[src/rtl/data_memory_sized.sv]
// Word-organised data memory with byte/half/word access, valid/ready request port,
// registered read response and post-reset init sequencer. Optional fault checks: DMEM_ERR_EN.
module data_memory_sized #(
    parameter int unsigned DEPTH      = 64,
    parameter int unsigned ADDR_WIDTH = 32,
    parameter int unsigned INIT_MODE  = 1
) (
    input  logic                  clk,
    input  logic                  reset,
    input  logic                  req_valid,
    output logic                  req_ready,
    input  logic                  req_write,
    input  logic [1:0]            req_size,
    input  logic                  req_unsigned,
    input  logic [ADDR_WIDTH-1:0] address,
    input  logic [31:0]           write_data,
    output logic                  resp_valid,
    output logic [31:0]           read_data,
    output logic                  resp_err,
    output logic                  init_busy
);

    localparam int unsigned IDX_W = $clog2(DEPTH);

    typedef enum logic {ST_INIT, ST_RUN} state_t;

    state_t             state;
    logic [IDX_W-1:0]   cnt;
    logic [31:0]        mem [DEPTH];

    logic               accept;
    logic               fault;
    logic               store_we;
    logic [IDX_W-1:0]   idx;
    logic [1:0]         lane;
    logic [3:0]         be;
    logic [31:0]        wdata;

    logic [31:0]        rd_word;
    logic               rsp_zero;
    logic [1:0]         rsp_size;
    logic [1:0]         rsp_lane;
    logic               rsp_unsigned;
    logic               unused_addr;

    assign req_ready = (state == ST_RUN);
    assign init_busy = (state == ST_INIT);
    assign accept    = req_valid & req_ready;
    assign idx       = address[IDX_W+1:2];
    assign lane      = address[1:0];
    assign store_we  = accept & req_write & ~fault;
    assign unused_addr = ^address;

`ifdef DMEM_ERR_EN
    logic misaligned;
    logic out_of_range;
    assign misaligned   = (req_size == 2'b01 && address[0])
                        || (req_size == 2'b10 && address[1:0] != 2'b00)
                        || (req_size == 2'b11);
    assign out_of_range = {1'b0, address} >= (ADDR_WIDTH+1)'(DEPTH * 4);
    assign fault        = misaligned | out_of_range;
`else
    assign fault = 1'b0;
`endif

    // Store data is replicated across lanes; the byte enables pick the addressed ones.
    always_comb begin
        be    = 4'b1111;
        wdata = write_data;
        case (req_size)
            2'b00: begin
                be    = 4'b0001 << lane;
                wdata = {4{write_data[7:0]}};
            end
            2'b01: begin
                be    = lane[1] ? 4'b1100 : 4'b0011;
                wdata = {2{write_data[15:0]}};
            end
            default: begin
                be    = 4'b1111;
                wdata = write_data;
            end
        endcase
    end

    always_ff @(posedge clk or posedge reset) begin
        if (reset) begin
            state <= ST_INIT;
            cnt   <= '0;
        end else if (state == ST_INIT) begin
            cnt <= cnt + 1'b1;
            if (cnt == '1) begin
                state <= ST_RUN;
            end
        end
    end

    // Array port: init fill or byte-enabled store, plus registered read on accept.
    always_ff @(posedge clk) begin
        if (state == ST_INIT) begin
            mem[cnt] <= (INIT_MODE != 0) ? 32'(cnt) : '0;
        end else if (store_we) begin
            for (int unsigned b = 0; b < 4; b++) begin
                if (be[b]) begin
                    mem[idx][8*b +: 8] <= wdata[8*b +: 8];
                end
            end
        end
        if (accept) begin
            rd_word <= mem[idx];
        end
    end

    always_ff @(posedge clk or posedge reset) begin
        if (reset) begin
            resp_valid   <= 1'b0;
            resp_err     <= 1'b0;
            rsp_zero     <= 1'b1;
            rsp_size     <= '0;
            rsp_lane     <= '0;
            rsp_unsigned <= 1'b0;
        end else begin
            resp_valid <= accept;
            resp_err   <= accept & fault;
            if (accept) begin
                rsp_zero     <= req_write | fault;
                rsp_size     <= req_size;
                rsp_lane     <= lane;
                rsp_unsigned <= req_unsigned;
            end
        end
    end

    // Lane select and extension from the held response state, so read_data is stable between responses.
    always_comb begin
        logic [7:0]  bsel;
        logic [15:0] hsel;
        bsel      = rd_word[{rsp_lane, 3'b000} +: 8];
        hsel      = rsp_lane[1] ? rd_word[31:16] : rd_word[15:0];
        read_data = '0;
        if (!rsp_zero) begin
            case (rsp_size)
                2'b00:   read_data = rsp_unsigned ? {24'b0, bsel} : {{24{bsel[7]}}, bsel};
                2'b01:   read_data = rsp_unsigned ? {16'b0, hsel} : {{16{hsel[15]}}, hsel};
                default: read_data = rd_word;
            endcase
        end
    end

endmodule

[config.mk]
export PLATFORM = sky130hd
export DESIGN_NAME = data_memory_sized
export DESIGN_NICKNAME = d
export VERILOG_FILES = /design/src/rtl/data_memory_sized.sv
export SDC_FILE = /design/constraint.sdc
export NUM_CORES = 2
export LEC_CHECK = 0
export CAP_MARGIN = 20
export CORE_MARGIN = 2
export CORE_UTILIZATION = 62
export DETAILED_ROUTE_END_ITERATION = 8
export PLACE_DENSITY = 0.79
export SYNTH_ARGS = -nofsm -noshare
export SYNTH_HDL_FRONTEND = slang
export SYNTH_SLANG_ARGS = --single-unit
[constraint.sdc]
create_clock -name clk -period 4.9 [get_ports clk]
set_clock_uncertainty 0.2 [all_clocks]
set_input_delay 0.735 -clock clk [delete_from_list [all_inputs] [get_ports clk]]
set_output_delay 0.735 -clock clk [all_outputs]
set_load 0.005 [all_outputs]
== Yosys cells after proc, flatten, opt, wreduce, memory -nomap -nowiden ==
Memory sizes are Yosys's and may differ from the RTL's. A register that Yosys moved wholly into a read port is not among the register bits.
Cells that the tools add are included.
Cells by class
  add/sub/neg operators: 1
  eq/ne operators: 3
  shifts and indexed selects: 2
  muxes and demuxes: 30
  bitwise gates (word level): 3
  reduce and logical (&&, ||, !) cells: 3
Operator list (count)
  two-way mux 32 bit: 4
  case mux 32 bit (2 select lines): 2
  OR reduction 32 bit: 1
  indexed part select 32 x 6 -> 8 bit: 1
  two-way mux 1 bit: 19
  two-way mux 16 bit: 1
  two-way mux 4 bit: 2
  case mux 4 bit (2 select lines): 1
  adder 6 x 1 -> 6 bit, second input constant: 1
  == test 6 bit, second input constant: 1
  two-way mux 6 bit: 1
  == test 2 x 1 -> 1 bit, second input constant: 2
  logical NOT 2 bit: 2
  << shifter 1 x 2 -> 4 bit, first input constant: 1
  bitwise AND 1 bit: 2
  inverter 1 bit: 1
Word-level totals
  bits in registers: 14
  memory bits (writable): 2048
  input port bits: 71
  output and inout bits: 36
  memories: 1
Memories
  mem: words 64, width 32, rd ports 1, clocked after Yosys merged registers in 1, wr ports 1, line 29  | logic [31:0] mem [DEPTH];

== Logic depth before layout (Yosys ltp) ==
  word-level depth: 8
  mapped depth: 10
  mapped depth without buffers: 5

== Least setup slack after synthesis ==
No wires, ideal clock.
  path type: input to register
  start: input req_write
  end: memory mem[0][13], data pin
  arrival time: 3178 ps
  path slack: 974 ps
  stages: 4
  path buffers: 2
  cells stage by stage: nand3_1 clkbuf_1 clkbuf_1 a21oi_1
On the way
  word-level cells in the longest chain between the ends: 6
RTL lines
  start: declaration: line 12  | input logic req_write,
  bitwise AND 1 bit *: line 51  | assign store_we = accept & req_write & ~fault;
  two-way mux 1 bit: line 102  | end else if (store_we) begin
  two-way mux 1 bit: line 100  | if (state == ST_INIT) begin
  two-way mux 1 bit (not written as such): line 105  | mem[idx][8*b +: 8] <= wdata[8*b +: 8];
  OR reduction 32 bit (no source line) *
  two-way mux 32 bit (no source line) *
  end: declaration: line 29
Mark *: on every way between the ends. The rest lies on a longest branch, timed or not.

== Worst setup path in the final report ==
  start: register rsp_lane[1]
  end: output read_data[20]
On the way
  word-level cells in the longest chain between the ends: 4
RTL lines
  start: declaration: line 42  | logic [1:0] rsp_lane;
  start signal: assignment: line 128  | rsp_lane <= lane;
  indexed part select 32 x 6 -> 8 bit / two-way mux 16 bit (equally long branches): line 138, 139
  two-way mux 32 bit, on equally long branches: line 143, 144
  case mux 32 bit (2 select lines) *: line 142  | case (rsp_size)
  two-way mux 32 bit *: line 141  | if (!rsp_zero) begin
  end: declaration: line 18  | output logic [31:0] read_data,
Marks and branches as above.

==> results.toml <==
[placement]
dp.cells = 5837
portBuffers = 81
pre_cts_ws_ns = 0.2628
place_congestion = 0.9692
dpl.hpwl_um = 131700

[timing]
worst_slew_pin_slew_ns = 1.100
period_minus_slack_ns = 4.451
max_freq_mhz = 224.7
period_share = 0.9083
relSlewSlack = 0.2641
setup_ws_ns = 0.4491
timing_hold_violations_final = 0
slew_violations = 0
fin_tns_setup_ns = 0
setup_viol = 0
rsz0062_at_grt = "no"
holdWs_ns = 0.3069

[critical_path]
worst-path-buf-inv = 1
critPathCaptureType = "output pin"
crit_slowest_cell = "dfrtp_1"
crit_path_start = "rsp_lane[1]"
path_common_cell = "a21oi_1"
r2r_start = "req_ready"
critical_path.top_delay_family = "compound AO/OA/AOI/OAI gates"
slowest_delay_ns = 0.72
arrival_ns = 3.52
cp_data_required_time_ns = 3.96
crit_fanout = 19
crit_chain = "mux4_2 -> a21oi_2 -> a21oi_1 -> o21ai_2 -> a21oi_1 -> clkdlybuf4s50_1"
critPathKind = "flip-flop to output pin"
critPathLaunchType = "flip-flop"

[final_layout]
fin_cells = 6199
utilization = 0.7064
drive_above_1_share = 0.2627
syn_to_final_growth_pct = 13.44
nNetsFinal = 4353
fillers = 7350
seq_area_um2 = 62810
multi_input_area_um2 = 17650

[logic_synthesis]
syn_area_um2 = 81550
ys_ff_latch = 2094
synth_ff_type = "edfxtp_1"
synth_async_sr_flop_share = 0.006686
syn_inst = 3914
yosysTopAreaCell = "edfxtp_1"
netlist.area_leader.share = 0.7659
seq_area_frac_synth = 0.7702
avgSynthCellArea_um2 = 20.83
yosys_warnings = 0
syn_nets = 3986
synth.area.top_cells = "edfxtp_1 77%, mux4_2 14%, nor2_1 1.4%"
synth-edff-count = 2080
synth.distinct_cells = 60

[outcome]
violations = "design-rule violations"
status = "finished, violations left"

[hold_path]
hold_path.class = "primary input to flip-flop"
holdCritStartpoint = "req_unsigned"

[detailed_routing]
dr.pass1.iters = 9
drc = 12
viasPerCell = 7.040
ant_nets = 0
wl_um = 217300
num_vias = 43644
detail_route.wl_per_cell_um = 35.06
first_iter_violations = 7290

[clocking]
cts-root-buf = "clkbuf_16"
cts_hold_buf = 0
h-tree-depth = 4
clk_latency_ns = 0.85
cts.clk_slew.worst_paths_ns = 0.07
cts_buffer_depth = 3
cts_resized = 0
post_cts_buffers = 0
cts_buffers = 194
cts_sinks = 2094
cts_tree = "yes"

[global_route]
grt_pass1_wl_um = 310100
gr-total-overflow = 0
track_usage = 0.3263
grt_start_max_net_pins = 72
grt_pass1_vias = 43893
antenna_found_initial = 5

[floorplanning]
dieArea_um2 = 134400
placementRows = 133
start_util = 0.6227
core_area_um2 = 131000
io_pins = 107
fp.dieH_um = 366.7
die_w_um = 366.7

[power]
p_per_area_nw_per_um2 = 379.2
power_leakage_nw = 25.10
vdd_ir_drop_max_mv = 0.3374

[run]
drv_cap = 0
## registers in the layout, summed over array words and instances (netlist names)
register and flops:
rsp_size 2, req_ready 1, rd_word 32, rsp_unsigned 1, resp_valid 1, rsp_lane 2
cnt 6, mem 2048, rsp_zero 1
## cell type report
| type | count | share of cell area |
|---|---|---|
| flip-flops and latches | 2094 | 0.6790 |
| clock inverters | 122 | 0.01137 |
| multi-input cells | 1545 | 0.1908 |
| clock buffers | 231 | 0.05467 |
| diodes | 6 | 0.0001623 |
| inverters | 30 | 0.001217 |
| well taps | 1755 | 0.02374 |
| repair buffers | 416 | 0.03905 |
## power by group
group	leakage, nW	internal [W]	total, W	switching (W)
clock	2.99	0.00820	0.0147	0.00649
combinational	6.76	0.000364	0.00100	0.000637
sequential	15.4	0.0194	0.0194	0
total	25.1	0.0279	0.0351	0.00713
## worst reg2reg max path, stage by stage (launching register included)
cell and delay [ns]:
dfrtp_1 0.35, buf_4 0.26, nand3_4 0.30, o31ai_1 0.78, nand2_1 0.48, nor2_1 0.94
## path summary, 6_finish.rpt
check                                endpoint  slack (ns)  cells past startpoint
worst min register to register    rsp_size[1]        0.33                      1
worst max register to register     mem[54][3]        1.19                      5
worst min-delay path             rsp_unsigned        0.31                      3
min in group asynchronous          resp_valid        0.34                      2
worst max-delay path            read_data[20]        0.45                      6
max in group asynchronous              cnt[1]        3.61                      2
## logic make-up (layout without fill, tap and decap cells)
| group | Yosys count | after routing | synth area share |
|---|---|---|---|
| and+or+nand+nor | 524 | 524 | 0.02733 |
| adders and majority gates | 1 | 1 | 0.0001534 |
| AOI/OAI and AO/OA | 408 | 408 | 0.03412 |
| buffers and inverters | 275 | 799 | 0.01700 |
| xor gates and xnor gates | 5 | 5 | 0.0005371 |
| DFF | 2094 | 2094 | 0.7702 |
| other | 1 | 7 | 0.00004599 |
| muxes | 606 | 606 | 0.1506 |
## Yosys cell counts, types with 10 or more instances
master,number
mux2i_1,105
nor4_1,25
edfxtp_1,2080
o22a_1,25
buf_2,44
o221ai_1,50
o21ai_0,25
nor3_1,18
o22ai_1,113
inv_1,30
nand2b_1,17
nor2b_1,15
nand2_1,103
a21oi_1,87
nor2_1,303
a211oi_1,12
buf_1,29
dfrtp_1,13
a221oi_1,23
mux4_2,496
a22oi_1,24
buf_4,36
nand3_1,19
a22o_1,10
clkbuf_1,116
buf_6,15
## layer usage
| metal | track usage | share of wire | vias to the layer above |
|---|---|---|---|
| li1 | - | - | 17061 |
| met1 | 0.4258 | 0.33 | 22294 |
| met2 | 0.4868 | 0.46 | 3613 |
| met3 | 0.1293 | 0.15 | 662 |
| met4 | 0.1532 | 0.054 | 14 |
| met5 | 0.008547 | 0.0020 | - |
## through the flow
stage                     total power (W)  cell area (µm²)
after floorplan                   0.02036            81550
after global placement            0.02071            86310
after detailed placement          0.02072            86320
after CTS                         0.03508            92430
after global routing              0.03579            92500
final                             0.03508            92510
## cell usage in the layout, fill, tap and decap left out, types with 18 or more instances in the layout
cell and count:
inv_1 29, mux4_2 496, buf_12 20, clkinv_1 53, buf_4 311, nand2_1 94, o22ai_1 113, clkinv_2 34
nor3_1 18, a22oi_1 24, nand3_1 18, clkbuf_1 34, o22a_1 25, nor4_1 25, a221oi_1 23, mux2i_1 105
edfxtp_1 2080, clkbuf_16 197, nor2_1 286, clkdlybuf4s50_1 74, a21oi_1 79, o21ai_0 25, o221ai_1 50
No activity file was read; power rests on OpenSTA's default activity.
